**src/rtl/keypad_scanner_pkg.sv**
```systemverilog
// Shared types and helpers for the keypad scanner and its neighbours.
package keypad_pkg;

  localparam int unsigned KEY_W = 4;
  localparam logic [3:0] COL_IDLE = 4'b1110;

  typedef enum logic [1:0] {
    SCAN     = 2'd0,
    DEBOUNCE = 2'd1,
    HELD     = 2'd2,
    RELEASE  = 2'd3
  } kp_state_t;

  // Index of the lowest-numbered row pulled low; row 0 wins ties.
  function automatic logic [1:0] lowest_low_row(input logic [3:0] rows_n);
    logic [1:0] idx;
    idx = 2'd0;
    for (int i = 3; i >= 0; i--) begin
      if (!rows_n[i]) idx = 2'(i);
    end
    return idx;
  endfunction

  // Active-low one-hot column drive for a column index.
  function automatic logic [3:0] col_drive(input logic [1:0] idx);
    return ~(4'b0001 << idx);
  endfunction

endpackage

```
**src/rtl/keypad_scanner_if.sv**
```systemverilog
// Keypad pins plus the key outputs consumed by the game FSM and sound block.
interface keypad_scanner_if;
  import keypad_pkg::*;

  logic [3:0]       row_n;
  logic [3:0]       col_n;
  logic [KEY_W-1:0] key_code;
  logic             key_valid;
  logic             keypad_pressed;

  // Scanner side.
  modport master (
    input  row_n,
    output col_n,
    output key_code,
    output key_valid,
    output keypad_pressed
  );

  // Keypad/consumer side.
  modport slave (
    output row_n,
    input  col_n,
    input  key_code,
    input  key_valid,
    input  keypad_pressed
  );
endinterface

```
**src/rtl/keypad_scanner_tick_gen.sv**
```systemverilog
// Free-running divider producing a one-cycle tick every DIV clocks.
module tick_gen #(
  parameter int unsigned DIV = 27000
) (
  input  logic clk,
  input  logic rst_n,
  output logic tick
);

  localparam int unsigned W = (DIV > 1) ? $clog2(DIV) : 1;

  logic [W-1:0] r_cnt;
  logic         w_wrap;

  assign w_wrap = (r_cnt == W'(DIV - 1));
  assign tick   = w_wrap;

  // Count 0..DIV-1 and wrap.
  always_ff @(posedge clk or negedge rst_n) begin
    if (!rst_n) begin
      r_cnt <= '0;
    end else if (w_wrap) begin
      r_cnt <= '0;
    end else begin
      r_cnt <= r_cnt + W'(1);
    end
  end

endmodule

```
**src/rtl/keypad_scanner.sv**
```systemverilog
// 4x4 keypad column scanner with row synchroniser and press/release debounce.
module keypad_scanner
  import keypad_pkg::*;
#(
  parameter int unsigned SCAN_DIV    = 27000,
  parameter int unsigned DEBOUNCE_MS = 20
) (
  input logic              clk,
  input logic              rst_n,
  keypad_scanner_if.master kp
);

  localparam int unsigned CntW = $clog2(DEBOUNCE_MS + 1);

  logic             w_tick;
  logic [3:0]       r_rows_meta;
  logic [3:0]       r_rows_s;
  kp_state_t        r_state,     w_state_d;
  logic [CntW-1:0]  r_cnt,       w_cnt_d;
  logic [1:0]       r_col_idx,   w_col_idx_d;
  logic [1:0]       r_row,       w_row_d;
  logic [3:0]       r_col_n,     w_col_n_d;
  logic [KEY_W-1:0] r_key_code,  w_key_code_d;
  logic             r_key_valid, w_key_valid_d;
  logic             r_pressed,   w_pressed_d;
  logic             w_row_low;
  logic [CntW-1:0]  w_cnt_inc;
  logic             w_cnt_done;

  tick_gen #(
    .DIV (SCAN_DIV)
  ) u_tick_gen (
    .clk   (clk),
    .rst_n (rst_n),
    .tick  (w_tick)
  );

  // Two-flop synchroniser for the asynchronous row inputs.
  always_ff @(posedge clk or negedge rst_n) begin
    if (!rst_n) begin
      r_rows_meta <= 4'hF;
      r_rows_s    <= 4'hF;
    end else begin
      r_rows_meta <= kp.row_n;
      r_rows_s    <= r_rows_meta;
    end
  end

  assign w_row_low  = ~r_rows_s[r_row];
  assign w_cnt_inc  = r_cnt + CntW'(1);
  assign w_cnt_done = (w_cnt_inc == CntW'(DEBOUNCE_MS));

  // Next-state and registered-output logic; everything moves only on tick.
  always_comb begin
    w_state_d     = r_state;
    w_cnt_d       = r_cnt;
    w_col_idx_d   = r_col_idx;
    w_row_d       = r_row;
    w_col_n_d     = r_col_n;
    w_key_code_d  = r_key_code;
    w_key_valid_d = 1'b0;
    w_pressed_d   = r_pressed;
    if (w_tick) begin
      unique case (r_state)
        SCAN: begin
          if (r_rows_s != 4'hF) begin
            w_row_d = lowest_low_row(r_rows_s);
            if (DEBOUNCE_MS == 1) begin
              // Entry tick alone satisfies a one-tick debounce.
              w_state_d     = HELD;
              w_cnt_d       = '0;
              w_key_code_d  = {w_row_d, r_col_idx};
              w_key_valid_d = 1'b1;
              w_pressed_d   = 1'b1;
            end else begin
              w_state_d = DEBOUNCE;
              w_cnt_d   = CntW'(1);
            end
          end else begin
            w_col_idx_d = r_col_idx + 2'd1;
            w_col_n_d   = col_drive(r_col_idx + 2'd1);
          end
        end
        DEBOUNCE: begin
          if (w_row_low) begin
            if (w_cnt_done) begin
              w_state_d     = HELD;
              w_cnt_d       = '0;
              w_key_code_d  = {r_row, r_col_idx};
              w_key_valid_d = 1'b1;
              w_pressed_d   = 1'b1;
            end else begin
              w_cnt_d = w_cnt_inc;
            end
          end else begin
            w_state_d   = SCAN;
            w_cnt_d     = '0;
            w_col_idx_d = r_col_idx + 2'd1;
            w_col_n_d   = col_drive(r_col_idx + 2'd1);
          end
        end
        HELD: begin
          // Only the latched row matters; other rows are ignored.
          if (!w_row_low) begin
            if (DEBOUNCE_MS == 1) begin
              w_state_d   = SCAN;
              w_cnt_d     = '0;
              w_pressed_d = 1'b0;
              w_col_idx_d = r_col_idx + 2'd1;
              w_col_n_d   = col_drive(r_col_idx + 2'd1);
            end else begin
              w_state_d = RELEASE;
              w_cnt_d   = CntW'(1);
            end
          end
        end
        RELEASE: begin
          if (!w_row_low) begin
            if (w_cnt_done) begin
              w_state_d   = SCAN;
              w_cnt_d     = '0;
              w_pressed_d = 1'b0;
              w_col_idx_d = r_col_idx + 2'd1;
              w_col_n_d   = col_drive(r_col_idx + 2'd1);
            end else begin
              w_cnt_d = w_cnt_inc;
            end
          end else begin
            // Release bounce: back to HELD without a new key_valid.
            w_state_d = HELD;
            w_cnt_d   = '0;
          end
        end
        default: begin
          w_state_d = SCAN;
        end
      endcase
    end
  end

  // State and output registers.
  always_ff @(posedge clk or negedge rst_n) begin
    if (!rst_n) begin
      r_state     <= SCAN;
      r_cnt       <= '0;
      r_col_idx   <= 2'd0;
      r_row       <= 2'd0;
      r_col_n     <= COL_IDLE;
      r_key_code  <= '0;
      r_key_valid <= 1'b0;
      r_pressed   <= 1'b0;
    end else begin
      r_state     <= w_state_d;
      r_cnt       <= w_cnt_d;
      r_col_idx   <= w_col_idx_d;
      r_row       <= w_row_d;
      r_col_n     <= w_col_n_d;
      r_key_code  <= w_key_code_d;
      r_key_valid <= w_key_valid_d;
      r_pressed   <= w_pressed_d;
    end
  end

  assign kp.col_n          = r_col_n;
  assign kp.key_code       = r_key_code;
  assign kp.key_valid      = r_key_valid;
  assign kp.keypad_pressed = r_pressed;

endmodule

```
**src/flat_wrapper.sv**
```systemverilog
// flat-port wrapper written by rule: the top's interface ports become plain ports
module keypad_scanner_flat import keypad_pkg::*;
#(
  parameter int unsigned SCAN_DIV    = 27000,
  parameter int unsigned DEBOUNCE_MS = 20
)
  (clk, rst_n, kp_row_n, kp_col_n, kp_key_code, kp_key_valid, kp_keypad_pressed);
  keypad_scanner_if kp_i ();
  input logic clk;
  input logic rst_n;
  input wire logic [$bits(kp_i.row_n)-1:0] kp_row_n;
  output wire logic [$bits(kp_i.col_n)-1:0] kp_col_n;
  output wire logic [$bits(kp_i.key_code)-1:0] kp_key_code;
  output wire logic [$bits(kp_i.key_valid)-1:0] kp_key_valid;
  output wire logic [$bits(kp_i.keypad_pressed)-1:0] kp_keypad_pressed;
  assign kp_i.row_n = kp_row_n;
  assign kp_col_n = kp_i.col_n;
  assign kp_key_code = kp_i.key_code;
  assign kp_key_valid = kp_i.key_valid;
  assign kp_keypad_pressed = kp_i.keypad_pressed;
  keypad_scanner #(.SCAN_DIV(SCAN_DIV), .DEBOUNCE_MS(DEBOUNCE_MS)) u_core (.clk(clk), .rst_n(rst_n), .kp(kp_i));
endmodule
```
**config.mk**
```make
export PLATFORM = sky130hd
export DESIGN_NAME = keypad_scanner_flat
export DESIGN_NICKNAME = d
export VERILOG_FILES = /design/src/rtl/keypad_scanner_pkg.sv /design/src/rtl/keypad_scanner_if.sv /design/src/rtl/keypad_scanner_tick_gen.sv /design/src/rtl/keypad_scanner.sv /design/src/flat_wrapper.sv
export SDC_FILE = /design/constraint.sdc
export NUM_CORES = 1
export LEC_CHECK = 0
export BUFFER_PORTS_ARGS = -buffer_cell sky130_fd_sc_hd__buf_2
export CAP_MARGIN = 20
export CORE_MARGIN = 2
export CORE_UTILIZATION = 55
export DETAILED_ROUTE_END_ITERATION = 10
export PLACE_DENSITY = 0.74
export SETUP_SLACK_MARGIN = 0.2
export SLEW_MARGIN = 25
export SYNTH_ARGS = -nofsm -noshare
export SYNTH_HDL_FRONTEND = slang
export SYNTH_SLANG_ARGS = --single-unit
export TNS_END_PERCENT = 50
```
**constraint.sdc**
```tcl
create_clock -name clk -period 2.48 [get_ports clk]
set_input_delay 0.496 -clock clk [delete_from_list [all_inputs] [get_ports clk]]
set_output_delay 0.496 -clock clk [all_outputs]
set_load 0.02 [all_outputs]
```
Yosys cells after proc, flatten, opt, wreduce, memory -nomap -nowiden
Index checks and enable logic that the tools add are counted.
Storage, ports and cells
  flip-flop bits (word level): 44
  word-level logic and storage cells: 82
  input port bits: 6
Cells by class
  add/subtract/negate cells: 3
  reductions and logical operators: 9
  bitwise gates (word level): 2
  order comparisons: 1
  mux-type cells: 39
  shift-type cells: 1
  eq/ne operators: 16
Operators by type and width (number)
  $mux 2: 14
  $mux 5: 5
  $pmux 5 s4: 1
  $mux 4: 4
  $add 15x1->15 const B: 1
  $eq 15x15->1 const B: 1
  $mux 15: 1
  $ne 2x1->1 const B: 6
  $pmux 4 s3: 1
  $reduce_and 6->1: 2
  $mux 1: 9
  $pmux 2 s4: 1
  $pmux 2 s3: 1
  $reduce_and 3->1: 2
  $add 5x1->5 const B: 1
  $eq 5x5->1 const B: 1
  $reduce_and 5->1: 1
  $eq 2x2->1 const B: 2
  $ne 2x2->1 const B: 2
  $ne 4x4->1 const B: 1
  $not 4->4: 1
  $reduce_and 4->1: 1
  $shl 1x2->4 const A: 1
  $lt 2x3->1 const B: 1
  other kinds (10): 10

Depth between registers and ports, before layout
Gate-level depths: netlist of the first run.
  depth after elaboration: 6
  depth in mapped cells: 7

Modules after synthesis
Synthesis of the first run repeated with hierarchy kept, for this count alone.
Second synthesis, totals
  cell total of the unflattened synthesis: 172
  area, all modules: 2102.0 um^2
By module, submodules not included
  keypad_scanner: cells an instance 108, times used 1, area an instance 1388.8 um^2
  tick_gen: cells an instance 64, times used 1, area an instance 713.2 um^2

Worst setup path after synthesis of the first run
No wires, ideal clock.
  kind: register to register
  from: register u_core.u_tick_gen.r_cnt[9]
  to: register u_core.r_key_code[2], in the netlist u_core.kp.key_code[2]
  period minus slack after synthesis: 2202 ps
  data required time: 2355 ps
  arrival: 2077 ps
  slack: 278 ps
  cell stages (with the launch flop): 6
  cell sequence: dfrtp_1 -> or4b_1 -> nor4_2 -> or4b_1 -> buf_2 -> mux2_4
On the way
  word-level cells in the longest chain between the ends: 2
RTL lines
  start: declaration: line keypad_scanner_tick_gen.sv:12  | logic [W-1:0] r_cnt;
  start signal: assignment: line keypad_scanner_tick_gen.sv:25  | r_cnt <= r_cnt + W'(1);
  $eq 15x15->1: line keypad_scanner_tick_gen.sv:15  | assign w_wrap = (r_cnt == W'(DIV - 1));
  $reduce_and 4->1 (no line)
  end signal: assignment: line keypad_scanner.sv:158  | r_key_code <= w_key_code_d;
  end: declaration: line keypad_scanner.sv:23  | logic [KEY_W-1:0] r_key_code, w_key_code_d;
Every way passes these cells.
A chain may end at the register's enable or synchronous reset.

Worst setup path after layout of the first run
  from: register u_core.r_cnt[1]
  to: register u_core.r_key_code[3], in the netlist u_core.kp.key_code[3]
On the way
  word-level cells in the longest chain between the ends: 3
RTL lines
  start: declaration: line keypad_scanner.sv:19  | logic [CntW-1:0] r_cnt, w_cnt_d;
  start signal: assignment: line keypad_scanner.sv:154  | r_cnt <= w_cnt_d;
  $add 5x1->5: line keypad_scanner.sv:50  | assign w_cnt_inc = r_cnt + CntW'(1);
  $eq 5x5->1: line keypad_scanner.sv:51  | assign w_cnt_done = (w_cnt_inc == CntW'(DEBOUNCE_MS));
  $reduce_and 4->1 (no line)
Every way passes these cells.

==> impl_metrics.env, run 1 <==
export IMPL_io_pins=16
export IMPL_worst_pin_slew_ns=0.533
export IMPL_setup_viol=0
export IMPL_power_density_mw_per_mm2=510
export IMPL_fillers=299
export IMPL_r2r_start="u_core.r_cnt[1]"
export IMPL_drt_iter0_markers=100
export IMPL_num_rows=22
export IMPL_leakage_nw=1.03
export IMPL_outcome="complete, no violations"
export IMPL_async_flop_share=1.00
export IMPL_cp_startpoint="u_core.r_cnt[1]"
export IMPL_firstDrtPassIters=4
export IMPL_globalplace_congestion=0.782
export IMPL_synth_seq_cells=44
export IMPL_synth_distinct_cells=45
export IMPL_final_max_slew_viol_count=0
export IMPL_rsz0062_at_grt="false"
export IMPL_vias=1431
export IMPL_clock_latency_ns=0.30
export IMPL_syn_cell_area_sq_mm=0.00202
export IMPL_antenna_found_initial=0
export IMPL_clkPwrFrac=0.361
export IMPL_cts_buffers=5
export IMPL_power_frac_comb=0.022
export IMPL_clkSinkCount=44
export IMPL_cts_root_buf="clkbuf_8"
export IMPL_grt_max_degree=45
export IMPL_ir_drop_v=0.000393
export IMPL_hold_slack_ns=0.172
export IMPL_hpwl_microns=2490
export IMPL_switching_share=0.214
export IMPL_setup_tns_ns=0
export IMPL_yosysTopAreaCellShare=0.408
export IMPL_port_buffers=15
export IMPL_grt_pass1_wl_microns=6290
export IMPL_seqCellArea_sq_mm=0.00111
export IMPL_synth_area_per_cell_sq_um=11.0
export IMPL_cts_tree="yes"
export IMPL_yosysTopAreaCell="dfrtp_1"
export IMPL_wl_per_cell_microns=14.3
export IMPL_min_period_ns=2.19
export IMPL_grt_overflow=0
export IMPL_power_total_w=0.00119
export IMPL_multiInputGateArea_sq_um=890
export IMPL_start_util=0.561
export IMPL_hp_class="in2async"
export IMPL_cp_required_ns=2.67
export IMPL_power_switching_w=0.000254
export IMPL_syn2layout_area_growth_pct=15.0
export IMPL_first_global_vias=1388
export IMPL_synth_edff_count=0
export IMPL_critPathKind="reg2reg"
export IMPL_clk_pin_slew_ns=0.08
export IMPL_ys_seq_area_frac=0.551
export IMPL_core_area_sq_mm=0.00361
export IMPL_n_antenna_cell=0
export IMPL_finClkSkew_ns=0.0106
export IMPL_syn_inst=184
export IMPL_fin_crit_sh=0.885
export IMPL_final_nets=220
export IMPL_grt_use_total=0.200
export IMPL_drc=0
export IMPL_die_w_microns=64.7
export IMPL_die_h_microns=64.7
export IMPL_internal_power_w=0.000934
export IMPL_drive_gt1_frac=0.244
export IMPL_synthFlopType="dfrtp_1"
export IMPL_max_slew_margin_rel=0.645
export IMPL_synthTopCellsByArea="dfrtp_1 41%, dfstp_2 14%, xnor2_1 3.9%, ha_1 3.7%, mux2i_1 3.5%"
export IMPL_cap_violations=0
export IMPL_wl_microns=3680
export IMPL_vias_per_cell=5.57
export IMPL_h_tree_depth=2
export IMPL_synthesis_nets=196
export IMPL_die_area_sq_mm=0.00418
export IMPL_ys_warn_count=0
export IMPL_clock_path_buffers=2
export IMPL_crit_path_max_fanout=4
export IMPL_hold_violations=0
export IMPL_arrival_ns=2.38
export IMPL_fmax_ghz=0.456
export IMPL_p_seq_frac=0.617
export IMPL_end_kind="register"
export IMPL_ant_nets=0
export IMPL_cp_start_kind="register"
-- cell type report --
cell class | instances | share of cell area
Inverter | 12 | 0.0193
Clock buffer | 7 | 0.0328
Tap cell | 48 | 0.0258
Sequential cell | 44 | 0.479
Multi-Input combinational cell | 123 | 0.382
Timing Repair Buffer | 22 | 0.0591
Clock inverter | 1 | 0.00215
-- flip-flops by register name, summed over array words and instances, names as in the netlist, named ones only --
name / flops
u_core.r_cnt: 5
u_core.r_col_idx: 2
u_core.kp.key_code: 4
u_core.r_rows_meta: 4
u_core.r_row: 2
u_core.kp.key_valid: 1
u_core.u_tick_gen.r_cnt: 15
u_core.kp.keypad_pressed: 1
u_core.r_rows_s: 4
u_core.kp.col_n: 4
u_core.r_state: 1
-- synth_stat cells (2+ instances only) --
library cell and count:
mux2_4 2, dfstp_2 11, inv_1 12, nor4_1 2, or4b_1 2, and3_1 4, nor3_1 3, buf_2 2
a21oi_1 7, nand2_1 18, o21ai_1 3, o22ai_1 2, clkbuf_1 2, nand3_1 8, nand4b_1 2, o21ai_0 5
ha_1 6, nand4_1 3, nor2_1 12, xor2_1 6, mux2i_1 7, or3_1 2, xnor2_1 9, dfrtp_1 33
-- placed cells by master (no fill, tap or decap), types with 4 or more instances in the layout --
cell and n:
buf_2 14, and3_1 4, inv_1 12, xor2_1 6, xnor2_1 9, a21oi_1 7, ha_1 4, buf_4 6
nand2_1 18, mux2i_1 7, nor2_1 12, dfrtp_1 33, dfstp_2 11, nand3_1 8, clkbuf_8 5, o21ai_0 5
-- logic make-up after synthesis --
| family | synth area share |
|---|---|
| xor+xnor | 0.0649 |
| fa+ha+maj | 0.0371 |
| flops | 0.551 |
| mux | 0.0606 |
| buf+inv | 0.0328 |
| simple gates | 0.165 |
| compound gates | 0.0890 |
-- path summary, 6_finish.rpt --
kind                                              end  slack (ns)  cells after the start
worst min register to register     u_core.r_rows_s[0]        0.36                      0
min in group clk                u_core.r_rows_meta[3]        0.29                      1
worst max-delay path            u_core.kp.key_code[3]        0.29                      6
worst min-delay path                u_core.r_state[0]        0.17                      1
worst max register to register  u_core.kp.key_code[3]        0.29                      6
max in group asynchronous          u_core.r_rows_s[1]        1.93                      1
-- routing by layer --
metal | vias up | global-route usage | part of all wire
met1 | 705 | 0.258 | 0.44
met2 | 38 | 0.311 | 0.50
met4 | 0 | 0.130 | 0.019
li1 | 680 | - | -
met3 | 8 | 0.0365 | 0.043
met5 | - | 0 | 0
-- critical path: stages (launching register included) --
cell and delay (ns):
dfrtp_1 0.40, ha_2 0.22, nor4bb_4 0.33, buf_4 0.17
nand2_1 0.09, or4b_4 0.55, mux2_4 0.32
-- stage by stage --
step                area, sq um  worst slack (ns)  utilization  instances
detailed placement         2170             0.113        0.601        246
finish                     2330             0.286        0.646        257
floorplan                  2020             0.278            -        184
CTS                        2290             0.195        0.634        255
global placement           2170             0.238        0.601        246
global route               2330             0.195        0.646        257
-- what timing repair did --
action,in CTS,in global routing
cloned,1,0
resized for setup,4,5
setup endpoints to repair,7,12
hold buffers,0,0
pin swaps,0,1
setup buffers,0,2
-- power by group through the flow --
stage / registers, W / logic (W) / clock network, W
after floorplan: 0.000746 / 0.00000723 / 0
after global placement: 0.000746 / 0.0000255 / 0
after detailed placement: 0.000746 / 0.0000268 / 0
after CTS: 0.000733 / 0.0000269 / 0.000444
after global routing: 0.000734 / 0.0000306 / 0.000474
final: 0.000733 / 0.0000262 / 0.000428
Note: power is estimated with default switching activity, not from simulation.
==> run 2: changes to the inputs <==
--- a/config.mk
+++ b/config.mk
@@ -7,10 +7,12 @@
 export LEC_CHECK = 0
 export BUFFER_PORTS_ARGS = -buffer_cell sky130_fd_sc_hd__buf_2
 export CAP_MARGIN = 20
+export CELL_PAD_IN_SITES_DETAIL_PLACEMENT = 1
+export CELL_PAD_IN_SITES_GLOBAL_PLACEMENT = 1
 export CORE_MARGIN = 2
-export CORE_UTILIZATION = 55
+export CORE_UTILIZATION = 47
 export DETAILED_ROUTE_END_ITERATION = 10
-export PLACE_DENSITY = 0.74
+export PLACE_DENSITY_LB_ADDON = 0.1
 export SETUP_SLACK_MARGIN = 0.2
 export SLEW_MARGIN = 25
 export SYNTH_ARGS = -nofsm -noshare
==> run 2 against run 1 <==
Against the previous run:
- clock skew decreased by 0.0012 ns
- via count up 2.5%
- cell area grew 2.7%
- combinational power up 5%
- critical endpoint unchanged
- largest power group unchanged
- non-clock buffer count up 2
- power increased by 14%
- critical path depth is 2 lower
- maximum frequency decreased by 5.3%
- setup slack lost 0.12 ns
==> impl_metrics.env, run 2 (synthesis gave the netlist of run 1 again) <==
export IMPL_power_density_mw_per_mm2=566
export IMPL_die_w_microns=69.6
export IMPL_clock_path_buffers=2
export IMPL_port_buffers=15
export IMPL_cts_hold_buf=0
export IMPL_core_area_sq_mm=0.00409
export IMPL_path_cells="or4b_4, nor4_4, or4b_4, mux2_4"
export IMPL_top_regs="u_core.u_tick_gen.r_cnt: 15 flops, u_core.r_cnt: 5 flops"
export IMPL_reg2reg_slack_ns=0.16
export IMPL_drc=0
export IMPL_io_pins=16
export IMPL_syn2layout_area_growth_pct=18.2
export IMPL_crit_path_max_fanout=4
export IMPL_critPathTopFamily="simple AND/OR/NAND/NOR gates"
export IMPL_cp_start_kind="register"
export IMPL_hp_class="in2async"
export IMPL_clock_latency_ns=0.30
export IMPL_r2r_start="u_core.u_tick_gen.r_cnt[10]"
export IMPL_multiInputGateArea_sq_um=893
export IMPL_critPathSlowestCell="or4b_4"
export IMPL_mostFrequentLayoutCells="33 x dfrtp_1, 18 x nand2_1, 15 x buf_2, 12 x inv_1, 12 x nor2_1"
export IMPL_ant_nets=0
export IMPL_wl_per_cell_microns=16.9
export IMPL_cap_violations=0
export IMPL_ff2ff_path_depth=4
export IMPL_regMostFlops="u_core.u_tick_gen.r_cnt"
export IMPL_grt_max_degree=38
export IMPL_clkSinkCount=44
export IMPL_cts_tree="yes"
export IMPL_seqCellArea_sq_mm=0.00111
export IMPL_dp_cells=249
export IMPL_vias=1467
export IMPL_cts_root_buf="clkbuf_8"
export IMPL_worst_pin_slew_ns=0.818
export IMPL_fin_crit_sh=0.935
export IMPL_antenna_found_initial=0
export IMPL_crit_top_cell="or4b_4"
export IMPL_cpPeakStageDelay_ns=0.55
export IMPL_start_util=0.495
export IMPL_die_area_sq_mm=0.00485
export IMPL_finClkSkew_ns=0.00939
export IMPL_setup_tns_ns=0
export IMPL_grt_overflow=0
export IMPL_cp_required_ns=2.67
export IMPL_hold_violations=0
export IMPL_first_global_vias=1537
export IMPL_place_ws_ns=0.182
export IMPL_grt_pass1_wl_microns=7550
export IMPL_num_rows=23
export IMPL_outcome="complete, no violations"
export IMPL_max_slew_margin_rel=0.454
export IMPL_n_antenna_cell=0
export IMPL_drive_gt1_frac=0.265
export IMPL_die_h_microns=69.6
export IMPL_firstDrtPassIters=4
export IMPL_min_period_ns=2.32
export IMPL_final_nets=222
export IMPL_drt_iter0_markers=39
export IMPL_ir_drop_v=0.000388
export IMPL_fin_cells=261
export IMPL_vias_per_cell=5.62
export IMPL_fmax_ghz=0.431
export IMPL_clk_pin_slew_ns=0.08
export IMPL_fin_ws_ns=0.162
export IMPL_r2r_end="u_core.kp.key_code[3]"
export IMPL_arrival_ns=2.51
export IMPL_path_buf_inv=0
export IMPL_rsz0062_at_grt="true"
export IMPL_critPathKind="reg2reg"
export IMPL_fillers=449
export IMPL_wl_microns=4400
export IMPL_final_max_slew_viol_count=0
export IMPL_setup_viol=0
export IMPL_end_kind="register"
export IMPL_largest_register_ff_count=15
export IMPL_globalplace_congestion=0.832
export IMPL_hpwl_microns=2940
export IMPL_leakage_nw=1.07
export IMPL_cts_buffers=5
export IMPL_h_tree_depth=2
export IMPL_final_common_cell="dfrtp_1"
export IMPL_grt_use_total=0.200
## run 2: cell type report
type / instances / share of cell area
clock buffers: 7 / 0.0403
flip-flops and latches: 44 / 0.466
multi-input cells: 123 / 0.373
inverters: 12 / 0.0188
repair buffers: 24 / 0.0628
well taps: 50 / 0.0262
clock inverters: 1 / 0.0126
## run 2: worst max-delay path by stage
stage                                startpoint  depth (start not counted)  slack [ns]               endpoint
finish              u_core.u_tick_gen.r_cnt[10]                          4        0.16  u_core.kp.key_code[3]
floorplan            u_core.u_tick_gen.r_cnt[9]                          5        0.28  u_core.kp.key_code[2]
global route        u_core.u_tick_gen.r_cnt[10]                          4        0.13  u_core.kp.key_code[3]
CTS                             u_core.r_cnt[0]                          6        0.22  u_core.kp.key_code[3]
global placement                u_core.r_cnt[0]                          6        0.18  u_core.kp.key_code[3]
detailed placement  u_core.u_tick_gen.r_cnt[10]                          6        0.18        u_core.r_cnt[2]
## run 2: stage by stage
stage                util  area, sq um  power (W)  hold slack (ns)
CTS                 0.573         2340    0.00137            0.277
finish              0.585         2390    0.00135            0.278
floorplan               -         2020   0.000753            0.200
global route        0.585         2390    0.00141            0.272
global placement    0.533         2180   0.000773            0.345
detailed placement  0.533         2180   0.000775            0.347
## run 2: timing repair
item                                    4_1_cts  5_1_grt
buffers inserted                              0        3
endpoints found under the setup margin        6       12
endpoints found under the hold margin         0        0
cloned                                        1        0
gates resized for setup                       4        6
pin swaps                                     1        1
## run 2: where the power goes
part	switching [W]	internal (W)	total, W
Clock	0.000237	0.000355	0.000592
Combinational	0.0000203	0.00000728	0.0000276
Sequential	0.00000404	0.000729	0.000733
## run 2: worst reg2reg max path, stage by stage (launching register included)
cell	delay [ns]
dfrtp_1	0.42
or4b_4	0.55
nor4_4	0.37
or4b_4	0.55
mux2_4	0.32
## run 2: routing by layer
layer  vias up  wire length (microns)  share of wire  track usage
met5         -                      0              0            0
met2        23                   2240           0.51        0.329
met1       742                   1900           0.43        0.257
met4         0                    105          0.024       0.0705
li1        690                      -              -            -
met3        12                    149          0.034       0.0494
